## src/rtl/baccarat_pkg.sv

```systemverilog
// Shared baccarat types, card constants and the card-to-value mapping.
// Used by hand_datapath and the dealing state machine.
package baccarat_pkg;

    typedef logic [3:0] card_t;

    localparam card_t CARD_EMPTY = 4'd0;
    localparam card_t CARD_ACE   = 4'd1;
    localparam card_t CARD_TEN   = 4'd10;
    localparam card_t CARD_KING  = 4'd13;

    // Ace..9 score face value; tens, court cards, empty slots and illegal codes score 0.
    function automatic logic [3:0] card_value(card_t card);
        if (card >= CARD_ACE && card < CARD_TEN) begin
            return card;
        end
        return 4'd0;
    endfunction

endpackage

```

## src/rtl/hand_datapath_if.sv

```systemverilog
// Bus between the dealing state machine (master) and hand_datapath (slave):
// card source, load strobes, card registers, scores and sticky error flags.
interface hand_datapath_if #(
    parameter int unsigned CARD_W = 4
);
    logic [CARD_W-1:0] new_card;
    logic              load_pcard1;
    logic              load_pcard2;
    logic              load_pcard3;
    logic              load_dcard1;
    logic              load_dcard2;
    logic              load_dcard3;
    logic [CARD_W-1:0] pcard1;
    logic [CARD_W-1:0] pcard2;
    logic [CARD_W-1:0] pcard3;
    logic [CARD_W-1:0] dcard1;
    logic [CARD_W-1:0] dcard2;
    logic [CARD_W-1:0] dcard3;
    logic [3:0]        pscore;
    logic [3:0]        dscore;
    logic [3:0]        pcard3_val;
    logic              bad_card;
    logic              multi_load;

    modport master (
        output new_card,
        output load_pcard1, load_pcard2, load_pcard3,
        output load_dcard1, load_dcard2, load_dcard3,
        input  pcard1, pcard2, pcard3, dcard1, dcard2, dcard3,
        input  pscore, dscore, pcard3_val, bad_card, multi_load
    );

    modport slave (
        input  new_card,
        input  load_pcard1, load_pcard2, load_pcard3,
        input  load_dcard1, load_dcard2, load_dcard3,
        output pcard1, pcard2, pcard3, dcard1, dcard2, dcard3,
        output pscore, dscore, pcard3_val, bad_card, multi_load
    );

endinterface

```

## src/rtl/deal_counter.sv

```systemverilog
// Wrapping 1..NUM_RANKS card counter, advancing every clock; async active-low reset to 1.
// Only instantiated when DEAL_COUNTER_EN is defined.
module deal_counter #(
    parameter int unsigned CARD_W    = 4,
    parameter int unsigned NUM_RANKS = 13
) (
    input  logic              slow_clock,
    input  logic              resetb,
    output logic [CARD_W-1:0] count
);

    localparam logic [CARD_W-1:0] FirstCard = CARD_W'(1);
    localparam logic [CARD_W-1:0] LastCard  = CARD_W'(NUM_RANKS);

    logic [CARD_W-1:0] count_q;
    logic [CARD_W-1:0] count_d;

    always_comb begin
        count_d = count_q + FirstCard;
        if (count_q == LastCard) begin
            count_d = FirstCard;
        end
    end

    always_ff @(posedge slow_clock or negedge resetb) begin
        if (!resetb) begin
            count_q <= FirstCard;
        end else begin
            count_q <= count_d;
        end
    end

    assign count = count_q;

endmodule

```

## src/rtl/hand_datapath.sv

```systemverilog
// Baccarat card-holding datapath: six card registers, combinational hand scores, sticky flags.
// Build option DEAL_COUNTER_EN sources cards from an internal deal_counter instead of new_card.
module hand_datapath
    import baccarat_pkg::*;
#(
    parameter int unsigned CARD_W    = 4,
    parameter int unsigned NUM_RANKS = 13
) (
    input  logic           slow_clock,
    input  logic           resetb,
    hand_datapath_if.slave hand
);

    localparam logic [CARD_W-1:0] MaxCard = CARD_W'(NUM_RANKS);

    logic [CARD_W-1:0] src_card;
    logic [5:0]        load_vec;
    logic              card_legal;
    logic              any_load;
    logic              many_load;
    logic [CARD_W-1:0] card_q [6];
    logic              bad_q;
    logic              multi_q;
    logic [4:0]        psum;
    logic [4:0]        dsum;

`ifdef DEAL_COUNTER_EN
    logic unused_new_card;

    deal_counter #(
        .CARD_W    (CARD_W),
        .NUM_RANKS (NUM_RANKS)
    ) u_deal_counter (
        .slow_clock (slow_clock),
        .resetb     (resetb),
        .count      (src_card)
    );

    assign unused_new_card = ^hand.new_card;
`else
    assign src_card = hand.new_card;
`endif

    // Index order 0..2 = player 1..3, 3..5 = dealer 1..3.
    assign load_vec = {hand.load_dcard3, hand.load_dcard2, hand.load_dcard1,
                       hand.load_pcard3, hand.load_pcard2, hand.load_pcard1};

    assign card_legal = (src_card != '0) && (src_card <= MaxCard);
    assign any_load   = |load_vec;
    assign many_load  = |(load_vec & (load_vec - 6'd1));

    always_ff @(posedge slow_clock or negedge resetb) begin
        if (!resetb) begin
            for (int i = 0; i < 6; i++) begin
                card_q[i] <= CARD_W'(CARD_EMPTY);
            end
            bad_q   <= 1'b0;
            multi_q <= 1'b0;
        end else begin
            for (int i = 0; i < 6; i++) begin
                if (load_vec[i] && card_legal) begin
                    card_q[i] <= src_card;
                end
            end
            if (any_load && !card_legal) begin
                bad_q <= 1'b1;
            end
            if (many_load) begin
                multi_q <= 1'b1;
            end
        end
    end

    function automatic logic [3:0] mod10(logic [4:0] sum);
        if (sum >= 5'd20) begin
            return 4'(sum - 5'd20);
        end else if (sum >= 5'd10) begin
            return 4'(sum - 5'd10);
        end
        return sum[3:0];
    endfunction

    always_comb begin
        psum = 5'(card_value(card_t'(card_q[0]))) + 5'(card_value(card_t'(card_q[1])))
             + 5'(card_value(card_t'(card_q[2])));
        dsum = 5'(card_value(card_t'(card_q[3]))) + 5'(card_value(card_t'(card_q[4])))
             + 5'(card_value(card_t'(card_q[5])));
    end

    assign hand.pcard1     = card_q[0];
    assign hand.pcard2     = card_q[1];
    assign hand.pcard3     = card_q[2];
    assign hand.dcard1     = card_q[3];
    assign hand.dcard2     = card_q[4];
    assign hand.dcard3     = card_q[5];
    assign hand.pscore     = mod10(psum);
    assign hand.dscore     = mod10(dsum);
    assign hand.pcard3_val = card_value(card_t'(card_q[2]));
    assign hand.bad_card   = bad_q;
    assign hand.multi_load = multi_q;

endmodule
```

## src/flat_wrapper.sv

```systemverilog
// flat-port wrapper written by rule: the top's interface ports become plain ports
module hand_datapath_flat import baccarat_pkg::*;
#(
    parameter int unsigned CARD_W    = 4,
    parameter int unsigned NUM_RANKS = 13
)
  (slow_clock, resetb, hand_new_card, hand_load_pcard1, hand_load_pcard2, hand_load_pcard3, hand_load_dcard1, hand_load_dcard2, hand_load_dcard3, hand_pcard1, hand_pcard2, hand_pcard3, hand_dcard1, hand_dcard2, hand_dcard3, hand_pscore, hand_dscore, hand_pcard3_val, hand_bad_card, hand_multi_load);
  hand_datapath_if #(.CARD_W(CARD_W)) hand_i ();
  input  logic slow_clock;
  input  logic resetb;
  input wire logic [$bits(hand_i.new_card)-1:0] hand_new_card;
  input wire logic [$bits(hand_i.load_pcard1)-1:0] hand_load_pcard1;
  input wire logic [$bits(hand_i.load_pcard2)-1:0] hand_load_pcard2;
  input wire logic [$bits(hand_i.load_pcard3)-1:0] hand_load_pcard3;
  input wire logic [$bits(hand_i.load_dcard1)-1:0] hand_load_dcard1;
  input wire logic [$bits(hand_i.load_dcard2)-1:0] hand_load_dcard2;
  input wire logic [$bits(hand_i.load_dcard3)-1:0] hand_load_dcard3;
  output wire logic [$bits(hand_i.pcard1)-1:0] hand_pcard1;
  output wire logic [$bits(hand_i.pcard2)-1:0] hand_pcard2;
  output wire logic [$bits(hand_i.pcard3)-1:0] hand_pcard3;
  output wire logic [$bits(hand_i.dcard1)-1:0] hand_dcard1;
  output wire logic [$bits(hand_i.dcard2)-1:0] hand_dcard2;
  output wire logic [$bits(hand_i.dcard3)-1:0] hand_dcard3;
  output wire logic [$bits(hand_i.pscore)-1:0] hand_pscore;
  output wire logic [$bits(hand_i.dscore)-1:0] hand_dscore;
  output wire logic [$bits(hand_i.pcard3_val)-1:0] hand_pcard3_val;
  output wire logic [$bits(hand_i.bad_card)-1:0] hand_bad_card;
  output wire logic [$bits(hand_i.multi_load)-1:0] hand_multi_load;
  assign hand_i.new_card = hand_new_card;
  assign hand_i.load_pcard1 = hand_load_pcard1;
  assign hand_i.load_pcard2 = hand_load_pcard2;
  assign hand_i.load_pcard3 = hand_load_pcard3;
  assign hand_i.load_dcard1 = hand_load_dcard1;
  assign hand_i.load_dcard2 = hand_load_dcard2;
  assign hand_i.load_dcard3 = hand_load_dcard3;
  assign hand_pcard1 = hand_i.pcard1;
  assign hand_pcard2 = hand_i.pcard2;
  assign hand_pcard3 = hand_i.pcard3;
  assign hand_dcard1 = hand_i.dcard1;
  assign hand_dcard2 = hand_i.dcard2;
  assign hand_dcard3 = hand_i.dcard3;
  assign hand_pscore = hand_i.pscore;
  assign hand_dscore = hand_i.dscore;
  assign hand_pcard3_val = hand_i.pcard3_val;
  assign hand_bad_card = hand_i.bad_card;
  assign hand_multi_load = hand_i.multi_load;
  hand_datapath #(.CARD_W(CARD_W), .NUM_RANKS(NUM_RANKS)) u_core (.slow_clock(slow_clock), .resetb(resetb), .hand(hand_i));
endmodule
```

## config.mk

```make
export PLATFORM = sky130hd
export DESIGN_NAME = hand_datapath_flat
export DESIGN_NICKNAME = d
export VERILOG_FILES = /design/src/rtl/baccarat_pkg.sv /design/src/rtl/hand_datapath_if.sv /design/src/rtl/deal_counter.sv /design/src/rtl/hand_datapath.sv /design/src/flat_wrapper.sv
export SDC_FILE = /design/constraint.sdc
export NUM_CORES = 1
export LEC_CHECK = 0
export CORE_ASPECT_RATIO = 0.9
export CORE_UTILIZATION = 40
export DETAILED_ROUTE_END_ITERATION = 16
export PLACE_DENSITY = 0.77
export SYNTH_ARGS = -nofsm -noshare
export SYNTH_HDL_FRONTEND = slang
export SYNTH_SLANG_ARGS = --single-unit
```

## constraint.sdc

```tcl
create_clock -name slow_clock -period 4.3 [get_ports slow_clock]
set_input_delay 0.86 -clock slow_clock [delete_from_list [all_inputs] [get_ports slow_clock]]
set_output_delay 0.86 -clock slow_clock [all_outputs]
set_load 0.01 [all_outputs]
```

==> results by group, run 1 <==
Cells and area
  – Antenna cell count: 0
  – Fin cells: 317
  – NumNets Final: 291
  – # fillers: 400
  – Area Growth Syn to Fin: 39.3%
  – Share of cells above drive strength 1: 26.7%

Synthesis
  – Syn_nets: 220
  – Yosys top cell area share: 33.9%
  – Cell area after synthesis: 1920 um2
  – Fraction of registers with async set/reset: 100%
  – EDFF count, synth: 0
  – Register bit count reported by yosys: 26
  – Sequential area share after synthesis: 33.9%
  – Main synth FF type: dfrtp_1
  – Top-count cell post-synth: dfrtp_1
  – Distinct cells, synth: 37
  – Syn. warnings: 0
  – Yosys top cell by area: dfrtp_1
  – Ranking of synthesized cells by area: dfrtp_1 34%, mux2_2 14%, fa_1 10%
  – Post-Syn Instances: 186
  – Avg Inst Size Synth: 10.3 um2
  – List of most frequent post-synthesis cells: 26 x dfrtp_1, 24 x mux2_2, 15 x nand2_1, 15 x nor2b_1

Routing
  – DR iter-0 viols: 31
  – Vias/cell: 4.99
  – Met2 wire length: 2080 um
  – Post-DRT Antenna Nets: 0
  – DRC viols: 0
  – Drt pass-1 iters: 4
  – DR WL/cell: 13.3 um
  – Vias: 1583
  – Final WL: 4220 um
  – Top Layer Used: met4
  – Wire length on met1: 1960 um
  – Met3 wire len: 133 um

Power
  – Worst vdd ir: 0.000227 V
  – Pwr Density: 531 nW/um2
  – Leak: 1.17 nW

Global routing
  – Pin count of the biggest net entering global routing: 27
  – First-pass GRT wire length: 6690 um
  – Vias in the first global route: 1474
  – Initial antenna violation count: 0
  – Gr ovfl total: 0
  – GRT Overall Usage: 17.5%

Timing
  – Final-report hold violation count: 0
  – Final Slew Violations: 0
  – Slew headroom: 26.1%
  – FMAX: 242 MHz
  – Setup ws final: 168 ps
  – Setup TNS: 0 ps
  – Worst Clk Skew: 0 ps
  – Worst Max-Slew Pin Slew: 1110 ps
  – Final setup violating endpoints: 0
  – Final Critical Period: 4130 ps
  – Period utilization: 96.1%

Floorplan
  – Initial Util: 42.4%
  – Die ar.: 5070 um2
  – Die Height: 67.7 um
  – Cell row count: 23
  – Die width: 75.0 um
  – # IOs: 50
  – Core footprint: 4520 um2

Critical path
  – Largest stage delay, worst path: 560 ps
  – Cell type of the slowest stage on the worst timing path: fa_2
  – Worst Setup End Kind: output pin
  – CP max FO: 5
  – Crit path arrival time: 3270 ps
  – CP Launch Type: register
  – WP data required: 3440 ps
  – Critical path, cell by cell: o21ai_0 -> and2_1 -> fa_1 -> ha_1 -> fa_2 -> inv_1 -> ha_1 -> a31o_2 -> o21a_1 -> o21ai_0 -> dlygate4sd2_1
  – Worst setup path class: reg -> out

Clock tree
  – Clock Pin Slew Worst Setup and Hold Paths: 80 ps
  – CTS root buf: clkbuf_8
  – CTS max path bufs: 2
  – # hold bufs at CTS: 0
  – Cts bufs inserted: 3
  – Worst-skew pair later-pin latency: 270 ps
  – CTS tree: built
  – Htree depth: 1
  – CTS sink count: 26

Placement
  – Post-Place Worst Slack: -20.1 ps
  – # placed instances: 302
  – Estimated wirelength of the detail-placed design: 3260 um
  – RePlAce Congestion: 0.798
  – Port Buffers: 49

Worst hold path
  – Min-delay worst type: reg -> reg

Status
  – Result of the run: complete, no violations

Run
  – # Max-Cap Violations: 0
==> worst paths after layout <==
kind	from	endpoint	slack (ps)	cells past startpoint
setup / recovery	u_core.hand.dcard2[3]	hand_dscore[1]	170	11
hold / removal	u_core.hand.bad_card	u_core.hand.bad_card	490	1
setup reg to reg	u_core.hand.pcard3[3]	u_core.hand.pcard3[3]	3320	2
hold reg to reg	u_core.hand.bad_card	u_core.hand.bad_card	490	1
max in group asynchronous	resetb	u_core.hand.dcard3[3]	2380	1
min in group asynchronous	resetb	u_core.hand.pcard3[2]	1180	1
==> area by class of cell <==
cell class	count	area, um2	area share [%]
timing repair buffer	66	592	22.2
sequential	26	652	24.4
inverter	13	48.8	1.83
clock buffer	3	41.3	1.55
multi-input combinational	147	1260	47.1
tap	62	77.6	2.91
==> through the flow <==
step / cell area [um2] / hold WS, ps / util [%] / power (mW)
floorplan: 1920 / 512 / - / 0.879
global placement: 2520 / 464 / 55.8 / 1.26
detailed placement: 2520 / 454 / 55.8 / 1.27
CTS: 2620 / 486 / 57.9 / 1.39
global route: 2670 / 499 / 59.1 / 1.57
finish: 2670 / 485 / 59.1 / 1.42
==> sequential cells by signal, indices dropped and copies added, names as in the netlist <==
name,count
u_core.hand.dcard1,4
u_core.hand.pcard2,4
u_core.hand.multi_load,1
u_core.hand.pcard3,4
u_core.hand.pcard1,4
u_core.hand.dcard3,4
u_core.hand.dcard2,4
u_core.hand.bad_card,1
==> power breakdown <==
| part | switching (mW) | total (mW) | internal, mW |
|---|---|---|---|
| clock network | 0.0720 | 0.135 | 0.0628 |
| registers | 0.0322 | 0.307 | 0.275 |
| logic | 0.474 | 0.976 | 0.501 |
| total | 0.579 | 1.42 | 0.839 |
==> critical path: cells and delay by family (launching register included) <==
kind / cells / cell delay (ps)
buffers and inverters: 2 / 370
flip-flops: 1 / 420
AO/OA/AOI/OAI: 4 / 610
adder cells (fa/ha/maj): 4 / 1400
AND/OR/NAND/NOR: 1 / 200
==> cells in the final DEF, fill, tap and decap left out, types with 3 or more instances in the layout <==
| cell | count |
|---|---|
| a21oi_1 | 4 |
| clkbuf_2 | 5 |
| mux2_2 | 24 |
| fa_1 | 8 |
| buf_4 | 17 |
| nor3_1 | 3 |
| nor2_1 | 12 |
| o21ai_0 | 10 |
| inv_1 | 13 |
| dfrtp_1 | 25 |
| and2_1 | 5 |
| clkdlybuf4s50_1 | 43 |
| clkbuf_8 | 3 |
| ha_2 | 3 |
| nor2b_1 | 13 |
| ha_1 | 9 |
| nand2_1 | 15 |
==> layer usage <==
metal  vias to the layer above  track usage (%)
li1                        795                -
met1                       755             24.0
met2                        28             29.2
met3                         5             2.69
met4                         0             4.01
met5                         -                0
==> kinds of logic (layout without fill, tap and decap cells) <==
| logic type | Yosys count | after routing | share of synthesized area (%) |
|---|---|---|---|
| AND/OR/NAND/NOR | 62 | 62 | 17.3 |
| AO/OA/AOI/OAI | 35 | 35 | 11.9 |
| flip-flops | 26 | 26 | 33.9 |
| multiplexers | 24 | 24 | 14.1 |
| adder cells (fa/ha/maj) | 23 | 23 | 18.8 |
| buffers and inverters | 13 | 82 | 2.55 |
| XOR/XNOR | 3 | 3 | 1.37 |
==> repair_timing <==
action,in CTS,in global routing
endpoints found under the setup margin,6,6
resized for setup,11,20
pin swaps,0,3
setup buffers,5,7
Power figures use the tool's default switching activity.
==> run 2, diff against run 1 <==
- ABC_AREA: unset -> 1
- PLACE_DENSITY: 0.77 -> 0.76
==> results by group, run 2 <==
Synthesis
  – Fraction of registers with async set/reset: 100%
  – Distinct cells, synth: 25
  – Yosys top cell by area: dfrtp_1
  – Ranking of synthesized cells by area: dfrtp_1 31%, nand2_1 11%, fa_1 9.7%
  – Sequential area share after synthesis: 31.4%
  – Main synth FF type: dfrtp_1
  – EDFF count, synth: 0
  – Top-count cell post-synth: nand2_1
  – Yosys top cell area share: 31.4%
  – Register bit count reported by yosys: 26
  – Syn. warnings: 0
  – List of most frequent post-synthesis cells: 59 x nand2_1, 39 x inv_1, 26 x dfrtp_1, 24 x nor2_1, 24 x o21ai_1
  – Post-Syn Instances: 265
  – Avg Inst Size Synth: 7.82 um2
  – Cell area after synthesis: 2070 um2
  – Syn_nets: 299

Critical path
  – Crit-path most repeated cell: nand3_1
  – CP Launch Type: register
  – WP data required: 3440 ps
  – Worst Setup End Kind: output pin
  – R2R setup slack: 3530 ps
  – Worst setup path class: reg -> out
  – Reg2reg path depth: 3
  – Critical path, cell by cell: nor2_1 -> a211oi_2 -> fa_1 -> ha_4 -> fa_2 -> buf_4 -> ha_1 -> a21oi_2 -> nand2_1 -> nand3_2 -> nand3_1 -> nand3_1 -> dlygate4sd2_1
  – CP max FO: 4
  – Largest stage delay, worst path: 470 ps
  – Critical R2R Launch: u_core.hand.dcard2[3]
  – Cell type of the slowest stage on the worst timing path: fa_1
  – Crit path arrival time: 3250 ps
  – Reg-to-reg endpoint: u_core.hand.dcard2[3]

Routing
  – DRC viols: 0
  – Final WL: 4830 um
  – Vias/cell: 4.87
  – Drt pass-1 iters: 4
  – DR WL/cell: 11.9 um
  – DR iter-0 viols: 62
  – Vias: 1977
  – Post-DRT Antenna Nets: 0

Status
  – Result of the run: complete, no violations

Floorplan
  – Die ar.: 5480 um2
  – Cell row count: 24
  – Die Height: 70.3 um
  – Initial Util: 42.1%
  – Die width: 77.9 um
  – Core footprint: 4920 um2
  – # IOs: 50

Worst hold path
  – Min-delay worst type: reg -> reg
  – WHS Endpoint: u_core.hand.bad_card
  – Hold Path Depth: 1
  – Hold path start: u_core.hand.bad_card

Clock tree
  – Clock Pin Slew Worst Setup and Hold Paths: 90 ps
  – Cts bufs inserted: 3
  – CTS max path bufs: 2
  – CTS root buf: clkbuf_8
  – Htree depth: 1
  – # hold bufs at CTS: 0
  – CTS sink count: 26
  – CTS tree: built
  – Worst-skew pair later-pin latency: 270 ps

Timing
  – Final Critical Period: 4110 ps
  – RSZ-0062 raised after global routing: false
  – FMAX: 243 MHz
  – Hold slack final: 503 ps
  – Final-report hold violation count: 0
  – Period utilization: 95.6%
  – Worst Max-Slew Pin Slew: 1050 ps
  – Final setup violating endpoints: 0
  – Final Slew Violations: 0
  – Worst Clk Skew: 0 ps
  – Slew headroom: 29.5%

Global routing
  – Initial antenna violation count: 0
  – Pin count of the biggest net entering global routing: 25
  – Vias in the first global route: 1876
  – Gr ovfl total: 0
  – First-pass GRT wire length: 8160 um
  – GRT Overall Usage: 18.6%

Cells and area
  – Area Growth Syn to Fin: 40.6%
  – # fillers: 461
  – NumNets Final: 376
  – Area of the multi-input gates: 1310 um2
  – Share of cells above drive strength 1: 23.2%
  – Most common cell after layout, fill and taps aside: nand2_1
  – Fin cells: 406
  – Antenna cell count: 0
  – Reg area: 652 um2
  – Most frequent cells in the layout: 58 x nand2_1, 43 x clkdlybuf4s50_1, 36 x inv_1, 27 x o21ai_1, 25 x dfrtp_1

Power
  – Pwr Total: 1.39 mW
  – Pwr Density: 475 nW/um2
  – Worst vdd ir: 0.000264 V
  – Leak: 1.44 nW

Placement
  – Port Buffers: 49
  – RePlAce Congestion: 0.832
  – Estimated wirelength of the detail-placed design: 3720 um
  – # placed instances: 393

Run
  – # Max-Cap Violations: 0
==> run 2: cell types whose count changed after synthesis, sizes merged, moves of 11 or more <==
cell | before | now
nand2 | 15 | 74
inv | 13 | 46
mux2 | 24 | 0
nand3 | 0 | 22
nor2b | 16 | 0
o21ai | 12 | 27
nor2 | 13 | 24
==> run 2: what timing repair did <==
action | 4_1_cts | 5_1_grt
buffers inserted | 4 | 5
resized for setup | 15 | 25
endpoints found under the setup margin | 6 | 6
pin swaps | 2 | 16
==> run 2: stage by stage <==
stage	setup WS, ps	area (um2)	utilization, %	setup TNS, ps
2_1_floorplan	540	2070	-	0
3_3_place_gp	93.6	2750	55.8	0
3_5_place_dp	-38.9	2750	55.8	-38.9
4_1_cts	4.76	2850	57.8	0
5_1_grt	10.6	2910	59.2	0
6_report	188	2910	59.2	0
==> run 2: kinds of logic after synthesis <==
logic type | after synthesis | synth area share (%)
buf+inv | 46 | 8.45
flops | 26 | 31.4
xor+xnor | 2 | 0.845
compound gates | 41 | 11.0
fa+ha+maj | 22 | 16.9
simple gates | 128 | 31.4
==> run 2: worst max path at each step <==
| stage | startpoint | endpoint | slack (ps) | cells after the start |
|---|---|---|---|---|
| floorplan | u_core.hand.dcard3[2] | hand_dscore[3] | 540 | 15 |
| global placement | u_core.hand.dcard3[2] | hand_dscore[1] | 90 | 20 |
| detailed placement | u_core.hand.dcard3[2] | hand_dscore[1] | -40 | 20 |
| CTS | u_core.hand.dcard3[2] | hand_dscore[3] | 5 | 19 |
| global route | u_core.hand.dcard3[1] | hand_dscore[3] | 10 | 16 |
| finish | u_core.hand.pcard2[1] | hand_pscore[3] | 190 | 13 |
==> run 2: report_power, final <==
part | switching [mW] | total, mW | internal, mW
Clock | 0.0759 | 0.158 | 0.0819
Sequential | 0.0256 | 0.298 | 0.272
Combinational | 0.500 | 0.930 | 0.429
Total | 0.602 | 1.39 | 0.783
==> run 2: per-layer routing <==
metal	routed length, um	global-route usage, %	vias to the layer above	part of all wire (%)
met2	2350	30.6	35	49
met1	2310	25.6	937	48
met4	44	5.97	0	0.91
met5	0	0	-	0
met3	124	2.09	5	2.6
li1	-	-	1000	-
==> run 2: layout make-up <==
| class | count | area share [%] |
|---|---|---|
| multi-input combinational | 193 | 44.9 |
| timing repair buffer | 72 | 22.0 |
| tap | 65 | 2.79 |
| clock buffer | 4 | 1.89 |
| inverter | 46 | 6.01 |
| sequential | 26 | 22.4 |
==> run 2: worst max-delay path: cells and delay by family, from the launching register on <==
family	cells	cell delay, ps
AND/OR/NAND/NOR	5	410
flip-flops	1	400
buffers and inverters	2	420
adder cells (fa/ha/maj)	4	1340
AO/OA/AOI/OAI	2	390
